--- src/rtl/ahb_master_pkg.sv ---
// Shared AHB-Lite master types: transfer encodings, burst/size codes and FSM states.
// Pure declarations; no timing or backpressure of its own.
package ahb_master_pkg;

  typedef enum logic [1:0] {
    HTRANS_IDLE   = 2'b00,
    HTRANS_BUSY   = 2'b01,
    HTRANS_NONSEQ = 2'b10,
    HTRANS_SEQ    = 2'b11
  } htrans_t;

  localparam logic [2:0] HBURST_SINGLE = 3'b000;
  localparam logic [2:0] HBURST_INCR   = 3'b001;
  localparam logic [2:0] HSIZE_WORD    = 3'b010;

  typedef enum logic [2:0] {
    S_IDLE,
    S_ADDR,
    S_BURST,
    S_LAST,
    S_ERR
  } state_t;

endpackage

--- src/rtl/ahb_lite_master_if.sv ---
// Command/beat-data side and AHB-Lite bus side of the master in one bundle.
// master modport is the design view; slave modport is the command source plus AHB slave view.
interface ahb_lite_master_if #(
  parameter int AddrBusWidth = 32,
  parameter int DataBusWidth = 32
) ();
  import ahb_master_pkg::*;

  logic                    cmd_valid;
  logic                    cmd_ready;
  logic                    cmd_write;
  logic [AddrBusWidth-1:0] cmd_addr;
  logic [3:0]              cmd_len;
  logic [DataBusWidth-1:0] wr_data;
  logic                    wr_pop;
  logic [DataBusWidth-1:0] rd_data;
  logic                    rd_valid;
  logic                    done;
  logic                    error;

  logic [AddrBusWidth-1:0] HADDR;
  htrans_t                 HTRANS;
  logic                    HWRITE;
  logic [2:0]              HSIZE;
  logic [2:0]              HBURST;
  logic [DataBusWidth-1:0] HWDATA;
  logic [DataBusWidth-1:0] HRDATA;
  logic                    HREADY;
  logic                    HRESP;

  modport master (
    input  cmd_valid, cmd_write, cmd_addr, cmd_len, wr_data, HRDATA, HREADY, HRESP,
    output cmd_ready, wr_pop, rd_data, rd_valid, done, error,
    output HADDR, HTRANS, HWRITE, HSIZE, HBURST, HWDATA
  );

  modport slave (
    output cmd_valid, cmd_write, cmd_addr, cmd_len, wr_data, HRDATA, HREADY, HRESP,
    input  cmd_ready, wr_pop, rd_data, rd_valid, done, error,
    input  HADDR, HTRANS, HWRITE, HSIZE, HBURST, HWDATA
  );

endinterface

--- src/rtl/ahb_master_beat_ctr.sv ---
// Beats-remaining counter, next word address and 1 KB boundary flag for the burst in flight.
// Counter loads on command accept and steps once per completed address phase.
module ahb_master_beat_ctr #(
  parameter int AddrBusWidth = 32
) (
  input  logic                    clk,
  input  logic                    rst,
  input  logic                    load,
  input  logic [3:0]              len,
  input  logic                    step,
  input  logic [AddrBusWidth-1:0] addr,
  output logic                    last_beat,
  output logic [AddrBusWidth-1:0] next_addr,
  output logic                    cross_1k
);

  logic [3:0] remain;

  always_ff @(posedge clk) begin
    if (rst) begin
      remain <= 4'd0;
    end else if (load) begin
      remain <= len;
    end else if (step && remain != 4'd0) begin
      remain <= remain - 4'd1;
    end
  end

  assign last_beat = (remain == 4'd0);
  assign next_addr = addr + AddrBusWidth'(4);
  // A wrap of the low 10 bits means the next beat opens a new 1 KB page.
  assign cross_1k  = (next_addr[9:0] == 10'd0);

endmodule

--- src/rtl/ahb_lite_master.sv ---
// AHB-Lite master: one command -> SINGLE or INCR word burst (INCR only with AHB_MASTER_INCR_BURST_EN).
// NONSEQ one cycle after accept; cmd_ready only in IDLE; beats stall on HREADY=0.
module ahb_lite_master
  import ahb_master_pkg::*;
#(
  parameter int AddrBusWidth = 32,
  parameter int DataBusWidth = 32
) (
  input logic               HCLK,
  input logic               HRESET,
  ahb_lite_master_if.master bus
);

  state_t                  state;
  htrans_t                 htrans_q;
  logic                    dph_vld;
  logic                    dph_write;
  logic [3:0]              len_eff;
  logic                    addr_step;
  logic                    err_first;
  logic                    last_beat;
  logic                    cross_1k;
  logic [AddrBusWidth-1:0] next_addr;

`ifdef AHB_MASTER_INCR_BURST_EN
  assign len_eff = bus.cmd_len;
`else
  logic unused_len;
  assign unused_len = ^bus.cmd_len;
  assign len_eff    = 4'd0;
`endif

  assign addr_step = (state == S_ADDR || state == S_BURST) && bus.HREADY;
  // First ERROR cycle withdraws any pending address phase combinationally.
  assign err_first = dph_vld && bus.HRESP && !bus.HREADY;

  assign bus.HTRANS    = err_first ? HTRANS_IDLE : htrans_q;
  assign bus.HSIZE     = HSIZE_WORD;
  assign bus.wr_pop    = addr_step && bus.HWRITE && !HRESET;
  assign bus.cmd_ready = (state == S_IDLE);

  ahb_master_beat_ctr #(.AddrBusWidth(AddrBusWidth)) u_beat_ctr (
    .clk       (HCLK),
    .rst       (HRESET),
    .load      ((state == S_IDLE) && bus.cmd_valid),
    .len       (len_eff),
    .step      (addr_step),
    .addr      (bus.HADDR),
    .last_beat (last_beat),
    .next_addr (next_addr),
    .cross_1k  (cross_1k)
  );

  always_ff @(posedge HCLK) begin
    if (HRESET) begin
      state        <= S_IDLE;
      htrans_q     <= HTRANS_IDLE;
      dph_vld      <= 1'b0;
      dph_write    <= 1'b0;
      bus.HADDR    <= '0;
      bus.HWRITE   <= 1'b0;
      bus.HBURST   <= HBURST_SINGLE;
      bus.HWDATA   <= '0;
      bus.rd_data  <= '0;
      bus.rd_valid <= 1'b0;
      bus.done     <= 1'b0;
      bus.error    <= 1'b0;
    end else begin
      bus.rd_valid <= 1'b0;
      bus.done     <= 1'b0;
      bus.error    <= 1'b0;
      if (dph_vld && bus.HREADY && !dph_write && !bus.HRESP) begin
        bus.rd_data  <= bus.HRDATA;
        bus.rd_valid <= 1'b1;
      end
      case (state)
        S_IDLE: begin
          if (bus.cmd_valid) begin
            state      <= S_ADDR;
            htrans_q   <= HTRANS_NONSEQ;
            bus.HADDR  <= bus.cmd_addr;
            bus.HWRITE <= bus.cmd_write;
            bus.HBURST <= (len_eff != 4'd0) ? HBURST_INCR : HBURST_SINGLE;
          end
        end
        S_ADDR, S_BURST: begin
          if (err_first) begin
            state    <= S_ERR;
            htrans_q <= HTRANS_IDLE;
          end else if (bus.HREADY) begin
            dph_vld   <= 1'b1;
            dph_write <= bus.HWRITE;
            if (bus.HWRITE) begin
              bus.HWDATA <= bus.wr_data;
            end
            if (last_beat) begin
              state    <= S_LAST;
              htrans_q <= HTRANS_IDLE;
            end else begin
              state     <= S_BURST;
              bus.HADDR <= next_addr;
              htrans_q  <= cross_1k ? HTRANS_NONSEQ : HTRANS_SEQ;
            end
          end
        end
        S_LAST: begin
          if (err_first) begin
            state <= S_ERR;
          end else if (bus.HREADY) begin
            dph_vld  <= 1'b0;
            bus.done <= 1'b1;
            state    <= S_IDLE;
          end
        end
        S_ERR: begin
          if (bus.HREADY) begin
            dph_vld   <= 1'b0;
            bus.done  <= 1'b1;
            bus.error <= 1'b1;
            state     <= S_IDLE;
          end
        end
        default: state <= S_IDLE;
      endcase
    end
  end

endmodule

--- src/flat_wrapper.sv ---
// flat-port wrapper written by rule: the top's interface ports become plain ports
module ahb_lite_master_flat import ahb_master_pkg::*;
#(
  parameter int AddrBusWidth = 32,
  parameter int DataBusWidth = 32
)
  (HCLK, HRESET, bus_cmd_valid, bus_cmd_write, bus_cmd_addr, bus_cmd_len, bus_wr_data, bus_HRDATA, bus_HREADY, bus_HRESP, bus_cmd_ready, bus_wr_pop, bus_rd_data, bus_rd_valid, bus_done, bus_error, bus_HADDR, bus_HTRANS, bus_HWRITE, bus_HSIZE, bus_HBURST, bus_HWDATA);
  ahb_lite_master_if #(.AddrBusWidth(AddrBusWidth), .DataBusWidth(DataBusWidth)) bus_i ();
  input logic HCLK;
  input logic HRESET;
  input wire logic [$bits(bus_i.cmd_valid)-1:0] bus_cmd_valid;
  input wire logic [$bits(bus_i.cmd_write)-1:0] bus_cmd_write;
  input wire logic [$bits(bus_i.cmd_addr)-1:0] bus_cmd_addr;
  input wire logic [$bits(bus_i.cmd_len)-1:0] bus_cmd_len;
  input wire logic [$bits(bus_i.wr_data)-1:0] bus_wr_data;
  input wire logic [$bits(bus_i.HRDATA)-1:0] bus_HRDATA;
  input wire logic [$bits(bus_i.HREADY)-1:0] bus_HREADY;
  input wire logic [$bits(bus_i.HRESP)-1:0] bus_HRESP;
  output wire logic [$bits(bus_i.cmd_ready)-1:0] bus_cmd_ready;
  output wire logic [$bits(bus_i.wr_pop)-1:0] bus_wr_pop;
  output wire logic [$bits(bus_i.rd_data)-1:0] bus_rd_data;
  output wire logic [$bits(bus_i.rd_valid)-1:0] bus_rd_valid;
  output wire logic [$bits(bus_i.done)-1:0] bus_done;
  output wire logic [$bits(bus_i.error)-1:0] bus_error;
  output wire logic [$bits(bus_i.HADDR)-1:0] bus_HADDR;
  output wire logic [$bits(bus_i.HTRANS)-1:0] bus_HTRANS;
  output wire logic [$bits(bus_i.HWRITE)-1:0] bus_HWRITE;
  output wire logic [$bits(bus_i.HSIZE)-1:0] bus_HSIZE;
  output wire logic [$bits(bus_i.HBURST)-1:0] bus_HBURST;
  output wire logic [$bits(bus_i.HWDATA)-1:0] bus_HWDATA;
  assign bus_i.cmd_valid = bus_cmd_valid;
  assign bus_i.cmd_write = bus_cmd_write;
  assign bus_i.cmd_addr = bus_cmd_addr;
  assign bus_i.cmd_len = bus_cmd_len;
  assign bus_i.wr_data = bus_wr_data;
  assign bus_i.HRDATA = bus_HRDATA;
  assign bus_i.HREADY = bus_HREADY;
  assign bus_i.HRESP = bus_HRESP;
  assign bus_cmd_ready = bus_i.cmd_ready;
  assign bus_wr_pop = bus_i.wr_pop;
  assign bus_rd_data = bus_i.rd_data;
  assign bus_rd_valid = bus_i.rd_valid;
  assign bus_done = bus_i.done;
  assign bus_error = bus_i.error;
  assign bus_HADDR = bus_i.HADDR;
  assign bus_HTRANS = bus_i.HTRANS;
  assign bus_HWRITE = bus_i.HWRITE;
  assign bus_HSIZE = bus_i.HSIZE;
  assign bus_HBURST = bus_i.HBURST;
  assign bus_HWDATA = bus_i.HWDATA;
  ahb_lite_master #(.AddrBusWidth(AddrBusWidth), .DataBusWidth(DataBusWidth)) u_core (.HCLK(HCLK), .HRESET(HRESET), .bus(bus_i));
endmodule
--- config.mk ---
export PLATFORM = sky130hd
export DESIGN_NAME = ahb_lite_master_flat
export DESIGN_NICKNAME = d
export VERILOG_FILES = /design/src/rtl/ahb_master_pkg.sv /design/src/rtl/ahb_lite_master_if.sv /design/src/rtl/ahb_master_beat_ctr.sv /design/src/rtl/ahb_lite_master.sv /design/src/flat_wrapper.sv
export SDC_FILE = /design/constraint.sdc
export NUM_CORES = 1
export LEC_CHECK = 0
export ABC_CLOCK_PERIOD_IN_PS = 3500
export BUFFER_PORTS_ARGS = -buffer_cell sky130_fd_sc_hd__buf_2
export CORE_ASPECT_RATIO = 0.5
export CORE_MARGIN = 8
export CORE_UTILIZATION = 52
export DETAILED_ROUTE_END_ITERATION = 10
export PLACE_DENSITY = 0.86
export SETUP_SLACK_MARGIN = 0.2
export SLEW_MARGIN = 10
export SYNTH_ARGS = -nofsm -noshare
export SYNTH_HDL_FRONTEND = slang
export SYNTH_SLANG_ARGS = --single-unit
--- constraint.sdc ---
create_clock -name HCLK -period 3.5 [get_ports HCLK]
set_input_delay 0.7 -clock HCLK [delete_from_list [all_inputs] [get_ports HCLK]]
set_output_delay 0.7 -clock HCLK [all_outputs]
set_load 0.1 [all_outputs]
# ---- Word level (Yosys, flattened, before mapping)
# Index checks and enable logic that the tools add are counted.
dict set report word_totals {
  register_bits 111
  latchBits 0
  mem_bits_rw 0
  romBits 0
  mem_count 0
}
dict set report classes {
  add_sub_neg 2
  n_mul 0
  div 0
  n_lt_le_gt_ge 0
  eq_ne 10
  n_shift 0
  mux 28
  bitwise 2
  n_reduce_logical 31
}
# op n
set op_table {}
lappend op_table {{$mux W32} 4}
lappend op_table {{$pmux W32 S2} 1}
lappend op_table {{$add A32 B3 Y32 const B} 1}
lappend op_table {{$mux W3} 5}
lappend op_table {{$pmux W3 S4} 1}
lappend op_table {{$logic_and A1 B1 Y1} 10}
lappend op_table {{$logic_not A10 Y1} 1}
lappend op_table {{$mux W2} 5}
lappend op_table {{$ne A2 B2 Y1 const B} 5}
lappend op_table {{$mux W1} 9}
lappend op_table {{$reduce_and A4 Y1} 2}
lappend op_table {{$eq A3 B2 Y1 const B} 2}
lappend op_table {{$reduce_and A3 Y1} 2}
lappend op_table {{$reduce_or A2 Y1} 3}
lappend op_table {{$reduce_and A5 Y1} 1}
lappend op_table {{$logic_not A1 Y1} 4}
lappend op_table {{$logic_not A4 Y1} 1}
lappend op_table {{$pmux W2 S2} 1}
lappend op_table {{$reduce_and A2 Y1} 2}
lappend op_table {{$reduce_bool A4 Y1} 1}
lappend op_table {{$sub A4 B1 Y4 const B} 1}
lappend op_table {{$eq A3 B1 Y1 const B} 1}
lappend op_table {{$eq A3 B3 Y1 const B} 1}
lappend op_table {{$logic_not A3 Y1} 1}
lappend op_table {{7 further kinds} 8}

# ---- Depth between registers and ports, before layout
dict set report logic_depth {
  word_depth 7
  ltp_mapped 9
  depth_no_buf 7
}

# ---- Hierarchy
# A second synthesis with hierarchy kept.
dict set report unflattened {
  cells_unflattened 629
  area_unflattened_um2 5175.0
}
# mod instances cells_per_inst area_per_inst_um2
set modules_own_cells {}
lappend modules_own_cells {ahb_lite_master 1 504 4260.3}
lappend modules_own_cells {ahb_master_beat_ctr 1 125 914.6}

# ---- Least setup slack after synthesis
# OpenSTA, ideal clock, no wires.
dict set report synth_path {
  path_kind {reg-to-output}
  start {register u_core.bus.HWRITE}
  end {output port bus_wr_pop}
  t_arrival_ps 2818
  path_slack_ps -18
  path_stages_with_launch 4
  n_path_buf 1
  path_cell_list {dfxtp_1 > nand3_1 > clkbuf_1 > nor2_1}
}
dict set report synth_via {
  elab_chain_cells 2
}
# element line
set synth_rtl {}
lappend synth_rtl {{start: declaration} ahb_lite_master_if.sv:34} ;# output HADDR, HTRANS, HWRITE, HSIZE, HBURST, HWDATA
lappend synth_rtl {{start signal: assignment} ahb_lite_master.sv:82} ;# bus.HWRITE <= bus.cmd_write;
lappend synth_rtl {{$logic_and A1 B1 Y1 (2 in series)} ahb_lite_master.sv:39} ;# assign bus.wr_pop = addr_step && bus.HWRITE && !HRESET;
lappend synth_rtl {{end: declaration} flat_wrapper.sv:20} ;# output wire logic [$bits(bus_i.wr_pop)-1:0] bus_wr_pop;
# Every way passes these cells.

# ---- Worst setup path in the final report
dict set report layout_path {
  start {register u_core.state[0]}
  end {output port bus_wr_pop}
}
dict set report layout_via {
  elab_chain_cells 5
}
# element line
set layout_rtl {}
lappend layout_rtl {{start: declaration} ahb_lite_master.sv:14} ;# state_t state;
lappend layout_rtl {{start signal: assignment} ahb_lite_master.sv:56} ;# state <= S_IDLE;
lappend layout_rtl {{start signal: assignment} ahb_lite_master.sv:79} ;# state <= S_ADDR;
lappend layout_rtl {{start signal: assignment} ahb_lite_master.sv:88} ;# state <= S_ERR;
lappend layout_rtl {{$eq A3 B1 Y1 / $eq A3 B2 Y1 (equally long branches)} ahb_lite_master.sv:33} ;# assign addr_step = (state == S_ADDR || state == S_BURST) && bus.HREADY;
lappend layout_rtl {{$logic_or A1 B1 Y1 (*)} ahb_lite_master.sv:33}
lappend layout_rtl {{$logic_and A1 B1 Y1 (*)} ahb_lite_master.sv:33}
lappend layout_rtl {{$logic_and A1 B1 Y1 (*) (2 in series)} ahb_lite_master.sv:39}
# Mark *: on every way between the ends. The rest lies on a longest branch, timed or not.

==> results.toml <==
[timing]
fin_worst_skew_ps = 7.70
worst_pin_slew_ps = 687
setup_viol = 0
max_freq_mhz = 378
grt_setup_unrepaired = "no"
relSlewSlack_pct = 54.2
min_period_over_period_pct = 75.6
slew_viol_final = 0
whs_ps = 450
hold_viol = 0
tns_ps = 0
period_needed_ps = 2640

[floorplan]
rows = 25
die_x_um = 156
die_area_sq_um = 13500
io_pins = 216
start_util_pct = 53.9
die_h_um = 86.2
coreArea_sq_um = 9510

[global_routing]
grt_pass1_wl_mm = 24.4
antenna_found_initial = 0
grt_max_degree = 60
grt_util_met3_pct = 9.08
grt_pass1_vias = 4893
grt_use_total_pct = 21.8
grtUsageMet2_pct = 37.6
gr-total-overflow = 0
grt.busiest_layer = "met2"
grtUsageMet1_pct = 24.6

[synth]
synth-seq-area-share_pct = 43.4
synth_edf_count = 0
synth-main-ff-cell = "dfxtp_1"
syn_inst = 657
synth.distinct_cells = 70
async_flop_share_pct = 0
syn_area_sq_um = 5120
syn_area_per_cell_sq_um = 7.79
ys_seq_elements = 111
yosysWarnings = 0

[clock_tree]
clock_latency_ps = 350
htreeDepth = 3
cts_buffers = 9
cts_num_sinks = 111
ctsHoldBuffers = 0
clockBufferDepth = 2
cts_tree = "built"
cts_resized = 0
clockRootBuffer = "clkbuf_16"
post-cts-setup-buffer-count = 0
path_clk_slew_ps = 80

[outcome]
outcome = "complete, no violations"

[worst_setup_path]
required_ps = 2800
worstSetupEndpointType = "output pin"
timing.reg2reg.setup_slack_ps = 1040
crit_path_frequent_cell = "nor2_2"
arrival_ps = 1940
cp_num_buf_inv = 2
cp_cell_sequence = "xnor2_4 > nor2_2 > nand3_1 > buf_4 > nor2_2 > buf_12"
cp_slowest_stage_delay_ps = 570
startpoint_type = "flip-flop"
cp_slowest_cell = "dfxtp_1"
cpLargestDelayFamily = "flip-flops"
path_class = "reg -> out"
cp_max_fo = 33

[pwr]
ir_drop_uv = 293
p_per_area_nw_per_um2 = 648
p_leak_nw = 2.73
clkPwrFrac_pct = 25.5
p_sw_share_pct = 44.8
pwr-share-comb_pct = 38.0
switchingPower_mw = 1.85
p_seq_share_pct = 36.4
internal_power_mw = 2.28

[place]
dp_hpwl_mm = 10.8
port_buffers = 205
gp_congestion = 0.830
place_area_sq_um = 6070
numPlacedInstances = 948

[cells_and_area]
utilization_pct = 67.0
final_cell_mix = "buf_2 (204), nand2_1 (173), dfxtp_1 (111)"
antennaDiodeCount = 0
nets = 933
area_growth_pct = 24.4
stdcell_area_sq_um = 6370
layout.cells.non_filler = 964
nFillCells = 828
final_common_cell = "buf_2"
drive_gt1_share_pct = 30.4

[drt]
route.detailed.drc = 0
routedWlPerCell_um = 15.6
wl_mm = 15.1
via_count = 5282
final_antenna_net_count = 0
routed_via_density = 5.48
first_pass_iters = 5
drtIter0Drc = 330

[job]
max-cap-violations = 0

[hold_path]
min_path_type = "reg -> reg"
[path summary, 6_finish.rpt]
kind | from | to | cells after the start
hold / removal | u_core.bus.HWDATA[27] | u_core.bus.HWDATA[27] | 2
setup / recovery | u_core.state[0] | bus_wr_pop | 6
hold reg to reg | u_core.bus.HWDATA[27] | u_core.bus.HWDATA[27] | 2
setup reg to reg | u_core.bus.HADDR[2] | u_core.bus.HADDR[24] | 6
[layer usage]
metal / part of all wire, % / vias to the layer above / wire length, um
met4: 1.5 / 0 / 223
met3: 10 / 20 / 1540
met5: 0 / - / 0
li1: - / 2595 / -
met1: 39 / 2450 / 5930
met2: 49 / 217 / 7390
[power by group through the flow]
| stage | combinational, mW | sequential [mW] | clock (mW) |
|---|---|---|---|
| final | 1.57 | 1.50 | 1.05 |
| after global routing | 1.67 | 1.53 | 1.12 |
| after global placement | 1.54 | 1.52 | 0 |
| after CTS | 1.57 | 1.50 | 1.08 |
| after detailed placement | 1.56 | 1.53 | 0 |
| after floorplan | 0.689 | 2.15 | 0 |
[flip-flops by register name (all words and copies together), names as in the netlist]
| signal | count |
|---|---|
| u_core.bus.done | 1 |
| u_core.bus.error | 1 |
| u_core.u_beat_ctr.remain | 4 |
| u_core.bus.rd_data | 32 |
| u_core.state | 3 |
| u_core.dph_write | 1 |
| u_core.bus.rd_valid | 1 |
| u_core.bus.HWRITE | 1 |
| u_core.htrans_q | 2 |
| u_core.bus.HWDATA | 32 |
| u_core.dph_vld | 1 |
| u_core.bus.HADDR | 32 |
[area by class of cell]
type / instances / area (sq um) / area share, %
clock inverter: 7 / 78.8 / 1.24
multi-input combinational: 479 / 2530 / 39.8
clock buffer: 9 / 225 / 3.53
sequential: 111 / 2220 / 34.9
inverter: 9 / 33.8 / 0.530
timing repair buffer: 214 / 1110 / 17.4
tap: 135 / 169 / 2.65
[metrics by stage]
stage               total power [mW]  setup WS [ps]
detailed placement              3.09           1050
floorplan                       2.84            406
global placement                3.06           1060
finish                          4.13            856
global route                    4.31            705
CTS                             4.14            842
[logic make-up after synthesis]
group | synth area share [%]
XOR/XNOR | 1.05
flip-flops | 43.4
AO/OA/AOI/OAI | 21.3
other | 0.147
adder cells (fa/ha/maj) | 0.733
AND/OR/NAND/NOR | 25.1
buffers and inverters | 7.82
multiplexers | 0.415
[cell usage after synthesis (all sizes together), types with 4 or more instances]
library cell,count,area [sq um]
a211oi,13,97.6
a21oi,100,500
a31oi,4,25.0
and2,7,45.1
and3,10,65.1
and4,6,55.1
buf,25,174
clkbuf,37,193
dfxtp,111,2220
inv,9,33.8
nand2,174,661
nand3,17,85.1
nand4,8,50.1
nor2,26,100
nor3,13,70.1
o21ai,27,135
o31ai,4,30.0
o32ai,5,43.8
[worst min-delay path, stage by stage, from the launching register on]
cell,delay [ps]
dfxtp_1,310
nand2_1,50
a21oi_1,50
Power figures use the tool's default switching activity.
